**src/rtl/risc_v_pkg.sv**
```systemverilog
// Shared RISC-V decode definitions: opcodes, funct7 values, ALU and M-extension op codes.
package risc_v_pkg;

    localparam logic [6:0] OPC_R      = 7'h33;
    localparam logic [6:0] OPC_I_ALU  = 7'h13;
    localparam logic [6:0] OPC_LOAD   = 7'h03;
    localparam logic [6:0] OPC_STORE  = 7'h23;
    localparam logic [6:0] OPC_BRANCH = 7'h63;

    localparam logic [6:0] F7_BASE   = 7'h00;
    localparam logic [6:0] F7_ALT    = 7'h20;
    localparam logic [6:0] F7_MULDIV = 7'h01;

    typedef enum logic [3:0] {
        ALU_ADD  = 4'h0, ALU_SUB  = 4'h1, ALU_XOR  = 4'h2, ALU_OR   = 4'h3,
        ALU_AND  = 4'h4, ALU_SLL  = 4'h5, ALU_SRL  = 4'h6, ALU_SRA  = 4'h7,
        ALU_SLT  = 4'h8, ALU_SLTU = 4'h9, ALU_BEQ  = 4'hA, ALU_BNE  = 4'hB,
        ALU_BLT  = 4'hC, ALU_BGE  = 4'hD, ALU_BLTU = 4'hE, ALU_BGEU = 4'hF
    } alu_op_e;

    typedef enum logic [2:0] {
        MD_MUL = 3'd0, MD_MULH = 3'd1, MD_MULHSU = 3'd2, MD_MULHU = 3'd3,
        MD_DIV = 3'd4, MD_DIVU = 3'd5, MD_REM    = 3'd6, MD_REMU  = 3'd7
    } md_op_e;

    typedef enum logic [1:0] {MD_IDLE, MD_BUSY, MD_DONE} md_state_e;

    // Shared R/I arithmetic funct3 mapping; callers decide when SUB and SRA apply.
    function automatic alu_op_e arith_op(input logic [2:0] funct3,
                                         input logic use_sub,
                                         input logic use_sra);
        case (funct3)
            3'd0:    return use_sub ? ALU_SUB : ALU_ADD;
            3'd1:    return ALU_SLL;
            3'd2:    return ALU_SLT;
            3'd3:    return ALU_SLTU;
            3'd4:    return ALU_XOR;
            3'd5:    return use_sra ? ALU_SRA : ALU_SRL;
            3'd6:    return ALU_OR;
            default: return ALU_AND;
        endcase
    endfunction

endpackage

```
**src/rtl/md_iter_core.sv**
```systemverilog
// Radix-2 multiply/divide datapath on operand magnitudes, with final sign fix-up.
// hi/lo hold {product upper, product lower} for multiply and {remainder, quotient} for divide.
module md_iter_core #(
    parameter int XLEN = 32
) (
    input  logic            clk_i,
    input  logic            rst_ni,
    input  logic            start_i,
    input  logic            step_i,
    input  logic            is_div_i,
    input  logic            sel_hi_i,
    input  logic            neg_lo_i,
    input  logic            neg_hi_i,
    input  logic [XLEN-1:0] a_mag_i,
    input  logic [XLEN-1:0] b_mag_i,
    output logic            last_o,
    output logic [XLEN-1:0] result_o
);
    localparam int CW = $clog2(XLEN);

    logic [XLEN-1:0]   hi_reg, lo_reg, b_reg;
    logic [CW-1:0]     cnt_reg;
    logic              is_div_reg, sel_hi_reg, neg_lo_reg, neg_hi_reg;

    logic [XLEN:0]     mul_sum, div_shift, div_diff;
    logic              div_ge;
    logic [XLEN-1:0]   hi_next, lo_next;
    logic [2*XLEN-1:0] prod, prod_fix;

    assign last_o = step_i && (cnt_reg == CW'(XLEN - 1));

    // One iteration: shift-add multiply or restoring divide step.
    always_comb begin
        mul_sum   = {1'b0, hi_reg} + (lo_reg[0] ? {1'b0, b_reg} : {(XLEN+1){1'b0}});
        div_shift = {hi_reg, lo_reg[XLEN-1]};
        div_diff  = div_shift - {1'b0, b_reg};
        div_ge    = ~div_diff[XLEN];
        if (is_div_reg) begin
            hi_next = div_ge ? div_diff[XLEN-1:0] : div_shift[XLEN-1:0];
            lo_next = {lo_reg[XLEN-2:0], div_ge};
        end else begin
            hi_next = mul_sum[XLEN:1];
            lo_next = {mul_sum[0], lo_reg[XLEN-1:1]};
        end
    end

    // Sign fix-up on the values the final step produces, so the result is ready at the last edge.
    always_comb begin
        prod     = {hi_next, lo_next};
        prod_fix = neg_lo_reg ? -prod : prod;
        if (is_div_reg) begin
            if (sel_hi_reg) result_o = neg_hi_reg ? -hi_next : hi_next;
            else            result_o = neg_lo_reg ? -lo_next : lo_next;
        end else begin
            result_o = sel_hi_reg ? prod_fix[2*XLEN-1:XLEN] : prod_fix[XLEN-1:0];
        end
    end

    // Operand/config capture on start, then one step per enabled cycle.
    always_ff @(posedge clk_i or negedge rst_ni) begin
        if (!rst_ni) begin
            hi_reg     <= '0;
            lo_reg     <= '0;
            b_reg      <= '0;
            cnt_reg    <= '0;
            is_div_reg <= 1'b0;
            sel_hi_reg <= 1'b0;
            neg_lo_reg <= 1'b0;
            neg_hi_reg <= 1'b0;
        end else if (start_i) begin
            hi_reg     <= '0;
            lo_reg     <= a_mag_i;
            b_reg      <= b_mag_i;
            cnt_reg    <= '0;
            is_div_reg <= is_div_i;
            sel_hi_reg <= sel_hi_i;
            neg_lo_reg <= neg_lo_i;
            neg_hi_reg <= neg_hi_i;
        end else if (step_i) begin
            hi_reg  <= hi_next;
            lo_reg  <= lo_next;
            cnt_reg <= cnt_reg + 1'b1;
        end
    end

endmodule

```
**src/rtl/alu_md_controller.sv**
```systemverilog
// ALU/branch decode plus RV32M sequencing: stalls fetch while the iterative engine runs.
// XLEN must be even and at least 8.
module alu_md_controller
    import risc_v_pkg::*;
#(
    parameter int XLEN      = 32,
    parameter bit FAST_DIV0 = 1'b1
) (
    input  logic            clk_i,
    input  logic            rst_ni,
    input  logic            valid_i,
    input  logic            flush_i,
    input  logic [6:0]      op_code_i,
    input  logic [2:0]      funct3_i,
    input  logic [6:0]      funct7_i,
    input  logic [XLEN-1:0] rs1_i,
    input  logic [XLEN-1:0] rs2_i,
    output logic            alu_src_o,
    output logic [3:0]      alu_op_o,
    output logic            md_sel_o,
    output logic [XLEN-1:0] md_result_o,
    output logic            md_valid_o,
    output logic            stall_o
);
    localparam logic [XLEN-1:0] MIN_VAL = {1'b1, {(XLEN-1){1'b0}}};

    md_state_e       state_reg, state_next;
    logic [XLEN-1:0] result_reg;
    md_op_e          md_op;
    logic            m_req, accept, is_div, a_signed, b_signed, a_neg, b_neg;
    logic            b_zero, ovf, bypass, sel_hi, neg_lo, neg_hi;
    logic [XLEN-1:0] a_mag, b_mag, byp_val, core_result;
    logic            core_last, core_step;
    alu_op_e         alu_op;

    // Base ALU/branch decode, independent of the M-extension sequencer.
    always_comb begin
        alu_src_o = 1'b0;
        alu_op    = ALU_ADD;
        case (op_code_i)
            OPC_R: begin
                if (funct7_i != F7_MULDIV)
                    alu_op = arith_op(funct3_i, funct7_i == F7_ALT, funct7_i[5]);
            end
            OPC_I_ALU: begin
                alu_src_o = 1'b1;
                alu_op    = arith_op(funct3_i, 1'b0, funct7_i[5]);
            end
            OPC_LOAD, OPC_STORE: alu_src_o = 1'b1;
            OPC_BRANCH: begin
                case (funct3_i)
                    3'd0:    alu_op = ALU_BEQ;
                    3'd1:    alu_op = ALU_BNE;
                    3'd4:    alu_op = ALU_BLT;
                    3'd5:    alu_op = ALU_BGE;
                    3'd6:    alu_op = ALU_BLTU;
                    3'd7:    alu_op = ALU_BGEU;
                    default: alu_op = ALU_ADD;
                endcase
            end
            default: ;
        endcase
    end
    assign alu_op_o = alu_op;

    assign m_req    = valid_i && (op_code_i == OPC_R) && (funct7_i == F7_MULDIV);
    assign md_sel_o = m_req;
    assign md_op    = md_op_e'(funct3_i);
    assign is_div   = funct3_i[2];

    // Operand signedness per M op; MUL low half is sign-agnostic but treated as signed.
    always_comb begin
        a_signed = 1'b0;
        b_signed = 1'b0;
        case (md_op)
            MD_MUL, MD_MULH, MD_DIV, MD_REM: begin
                a_signed = 1'b1;
                b_signed = 1'b1;
            end
            MD_MULHSU: a_signed = 1'b1;
            default: ;
        endcase
    end

    assign a_neg  = a_signed && rs1_i[XLEN-1];
    assign b_neg  = b_signed && rs2_i[XLEN-1];
    assign a_mag  = a_neg ? -rs1_i : rs1_i;
    assign b_mag  = b_neg ? -rs2_i : rs2_i;
    assign b_zero = (rs2_i == '0);
    assign ovf    = a_signed && (rs1_i == MIN_VAL) && (rs2_i == '1);
    // Divide by zero must keep an all-ones quotient, so its sign is never flipped.
    assign neg_lo = is_div ? ((a_neg ^ b_neg) && !b_zero) : (a_neg ^ b_neg);
    assign neg_hi = is_div ? a_neg : (a_neg ^ b_neg);
    assign sel_hi = is_div ? funct3_i[1] : (funct3_i[1:0] != 2'd0);
    assign bypass = FAST_DIV0 && is_div && (b_zero || ovf);
    // funct3[1] selects the remainder for divide ops.
    assign byp_val = b_zero ? (funct3_i[1] ? rs1_i : '1)
                            : (funct3_i[1] ? '0 : rs1_i);

    assign accept    = (state_reg == MD_IDLE) && m_req && !flush_i;
    assign core_step = (state_reg == MD_BUSY);

    md_iter_core #(.XLEN(XLEN)) u_core (
        .clk_i    (clk_i),
        .rst_ni   (rst_ni),
        .start_i  (accept),
        .step_i   (core_step),
        .is_div_i (is_div),
        .sel_hi_i (sel_hi),
        .neg_lo_i (neg_lo),
        .neg_hi_i (neg_hi),
        .a_mag_i  (a_mag),
        .b_mag_i  (b_mag),
        .last_o   (core_last),
        .result_o (core_result)
    );

    // Sequencer next state and handshake outputs; flush overrides everything.
    always_comb begin
        state_next = state_reg;
        stall_o    = 1'b0;
        md_valid_o = 1'b0;
        case (state_reg)
            MD_IDLE: begin
                stall_o = m_req;
                if (accept) state_next = bypass ? MD_DONE : MD_BUSY;
            end
            MD_BUSY: begin
                stall_o = 1'b1;
                if (core_last) state_next = MD_DONE;
            end
            MD_DONE: begin
                md_valid_o = 1'b1;
                state_next = MD_IDLE;
            end
            default: state_next = MD_IDLE;
        endcase
        if (flush_i) begin
            state_next = MD_IDLE;
            md_valid_o = 1'b0;
        end
    end

    // State register and result holding register.
    always_ff @(posedge clk_i or negedge rst_ni) begin
        if (!rst_ni) begin
            state_reg  <= MD_IDLE;
            result_reg <= '0;
        end else begin
            state_reg <= state_next;
            if (accept && bypass)
                result_reg <= byp_val;
            else if (core_last && !flush_i)
                result_reg <= core_result;
        end
    end
    assign md_result_o = result_reg;

endmodule

```
**config.mk**
```make
export PLATFORM = sky130hd
export DESIGN_NAME = alu_md_controller
export DESIGN_NICKNAME = d
export VERILOG_FILES = /design/src/rtl/risc_v_pkg.sv /design/src/rtl/md_iter_core.sv /design/src/rtl/alu_md_controller.sv
export SDC_FILE = /design/constraint.sdc
export NUM_CORES = 1
export LEC_CHECK = 0
export CORE_MARGIN = 2
export CORE_UTILIZATION = 35
export CTS_BUF_LIST = sky130_fd_sc_hd__clkbuf_16
export CTS_CLUSTER_DIAMETER = 50
export DETAILED_ROUTE_END_ITERATION = 16
export DONT_BUFFER_PORTS = 1
export GPL_TIMING_DRIVEN = 1
export PLACE_DENSITY_LB_ADDON = 0.05
export SLEW_MARGIN = 5
export SYNTH_ARGS = -nofsm -noshare
export SYNTH_HDL_FRONTEND = slang
export SYNTH_SLANG_ARGS = --single-unit
export TNS_END_PERCENT = 50
```
**constraint.sdc**
```tcl
create_clock -name clk_i -period 15.3 [get_ports clk_i]
set_input_delay 1.53 -clock clk_i [delete_from_list [all_inputs] [get_ports clk_i]]
set_output_delay 1.53 -clock clk_i [all_outputs]
set_load 0.05 [all_outputs]
```
==> results by group <==
Yosys
  • Multiplexer share of the synthesized area: 2.82%
  • Largest family of logic cells by synthesized area: compound AO/OA/AOI/OAI gates
  • Post-synth cell types: 96
  • Synth Cell Area: 15,400 um2
  • Synth area leader: dfrtp_1
  • Post-synthesis compound-gate area fraction: 28.7%
  • Main synth FF type: dfrtp_1
  • Count leader, synth: nand2_1
  • Xor/xnor share of the synthesized area: 9.26%
  • Post-synth top area share: 22.6%
  • Syn nets: about 2.3k
  • Yosys warning count: 0
  • Mapped Cells: 2,139
  • Synth top area cells: dfrtp_1, o21ai_0, nand2_1, a21oi_1, ha_1
  • Number of enable flip-flop cells after synthesis: 0
  • Post-synthesis register bit count: 139
  • Sequential area share after synthesis: 22.6%
  • Synth async-reset ratio: 100%
  • Post-Syn Area per Cell: 7.21 um2
  • Simple-gate share of the synthesized area: about a quarter
  • Leading cell types by count after synthesis: nand2_1, o21ai_0, nor2_1
  • Post-Synth Adder-Cell Area: 6.15%

Run status
  • Status: finished clean

Power
  • Leak: 0.00688 uW
  • Max VDD drop: 0.0597 mV
  • PD cells: 54.4 nW/um2

Detailed routing
  • Drt pass-1 iters: 5
  • Final ANT Viol Nets: 0
  • Wirelength, routed: 67,600 um
  • Initial DRC count: 1,474
  • Vias per cell: 6.09
  • Wirelength per Cell: roughly 25 um
  • Via count: 16.2k
  • Drc violations: 0

Timing
  • Fmax: 0.155 GHz
  • Tightest Pin Transition: about 1.2 ns
  • Sum Neg Setup Slack: 0 ns
  • Final Skew: 0.0232 ns
  • Unrepaired setup endpoints after global routing: no
  • Final setup fails: 0
  • Final hold vios: 0
  • Fin crit period: 6.45 ns
  • Final WS setup: 8.85 ns
  • Final period util: 42.1%
  • Max Slew Vio Count: 0
  • Slew HR: between 20% and 30%

Floorplan
  • Width of the die: roughly 210 um
  • # rows: 76
  • Top Ports: 125
  • Initial core utilization: 35.6%
  • Die H: 214 um
  • Core ar.: 43,300 um2
  • Die area: about 46,000 um2

Global route
  • Number of global-route vias before repair: ~15k
  • Global-route wire length before repair: 102,000 um
  • Largest net degree at the start of global routing: 140
  • Total gr overflow: 0
  • GR Util All Layers: 29.3%
  • Antenna violations before repair: 0

Setup path
  • Largest stage delay, worst path: slightly below 0.7 ns
  • Data required time at the worst endpoint: 15.66 ns
  • Critical-path maximum fanout: 20
  • CP Cell Sequence: inv_1, ha_1, fa_1, nand2b_1, a21o_1, a31o_4, a2111oi_4, o21ai_2, nand2_1, buf_4, nand2_1, a31oi_1, inv_1, ha_1, o2111ai_1, nand3_1, nand3_1, o21ai_0, xor2_1, a2111oi_0, o21ai_0
  • Setup crit start kind: register
  • Critical path's slowest cell: a2111oi_4
  • Crit path DAT: 6.80 ns
  • Critical path class: register to register
  • Endpoint class of the critical path: register

Clocking
  • Total CTS buffers: 17
  • Hold buffers post-CTS: 0
  • Post_cts resized: 0
  • CTS tree: yes
  • Worst-path clk slew: 0.07 ns
  • Clk_lat worst skew: 0.51 ns
  • Post-CTS setup repair buffer count: 0
  • Clock Root Buffer: clkbuf_16
  • Longest Clk Path Bufs: 2
  • Clock Sinks: ~140
  • H-tree levels: 4

Worst hold path
  • Min-delay worst type: register to register

Layout
  • Layout cells sized above 1: under 10%
  • Area grow syn2layout: 6.66%
  • # nets final: around 2.2k

Place
  • Pre-CTS setup slack: roughly 9 ns
  • Port-buffer cells: 0
  • Dpl hpwl: 52,200 um
  • Gpl congestion: around 0.93

Run
  • Max-cap check violation count: 0
## layout by cell type (no fill, tap or decap), drive strengths merged, types with 36 or more instances in the layout
cell type / instances
inv: 73
o21ai: 245
and2: 46
mux2i: 39
o211ai: 51
dfrtp: 139
xor2: 74
nor2: 187
nand2: 261
nand4: 36
a21oi: 183
nand3: 73
xnor2: 89
ha: 71
nor3: 79
## routing by layer
layer,vias to the layer above,track usage (%),share of wire (%)
met4,0,8.37,2.1
met5,-,0,0
li1,7642,-,-
met1,7851,43.3,49
met3,66,4.56,6.3
met2,614,43.8,43
## worst paths after layout
| kind | start | endpoint | slack, ns | cells past startpoint |
|---|---|---|---|---|
| worst max-delay path | u_core.lo_reg[31] | md_result_o[8] | 8.85 | 21 |
| worst min-delay path | u_core.b_reg[17] | u_core.b_reg[17] | 0.51 | 2 |
| worst max register to register | u_core.lo_reg[31] | md_result_o[8] | 8.85 | 21 |
| worst min register to register | u_core.b_reg[17] | u_core.b_reg[17] | 0.51 | 2 |
| max in group asynchronous | rst_ni | u_core.lo_reg[7] | 14.24 | 0 |
| min in group asynchronous | rst_ni | u_core.b_reg[14] | 0.73 | 0 |
## where the power goes
group / total (uW) / switching, uW / internal (uW) / leakage [uW]
Sequential: 388 / 16.5 / 371 / 0.00160
Clock: 444 / 192 / 252 / 0.000283
Combinational: 63.7 / 38.2 / 25.4 / 0.00499
Total: 895 / 246 / 649 / 0.00688
## final cells by class
type	count	area, um2
repair buffers	19	143
clock inverters	14	155
diodes	1	2.50
multi-input cells	1809	11200
well taps	585	732
fillers	4624	26800
inverters	70	263
flip-flops and latches	139	3480
clock buffers	17	425
## logic make-up (layout without fill, tap and decap cells)
family	after synthesis	after routing
AOI/OAI and AO/OA	708	708
DFF	139	139
adders and majority gates	75	75
xor gates and xnor gates	163	163
and+or+nand+nor	820	820
buffers and inverters	191	120
other	0	1
muxes	43	43
## stage by stage
stage	util, %	power (uW)	area (um2)	instances	hold WS [ns]
after floorplan	-	441	15400	2139	0.463
after global placement	36.7	458	15900	2622	0.489
after detailed placement	36.7	458	15900	2622	0.497
after CTS	38.0	906	16400	2653	0.514
after global routing	38.0	923	16400	2653	0.544
final	38.0	895	16400	2654	0.507
## worst max-delay path, delay by kind of cell (launching register included)
family	cells	cell delay, ns
buf+inv	3	0.56
compound gates	9	3.10
fa+ha+maj	3	0.90
flops	1	0.42
simple gates	5	1.11
xor+xnor	1	0.20
(Power assumes the default switching activity.)
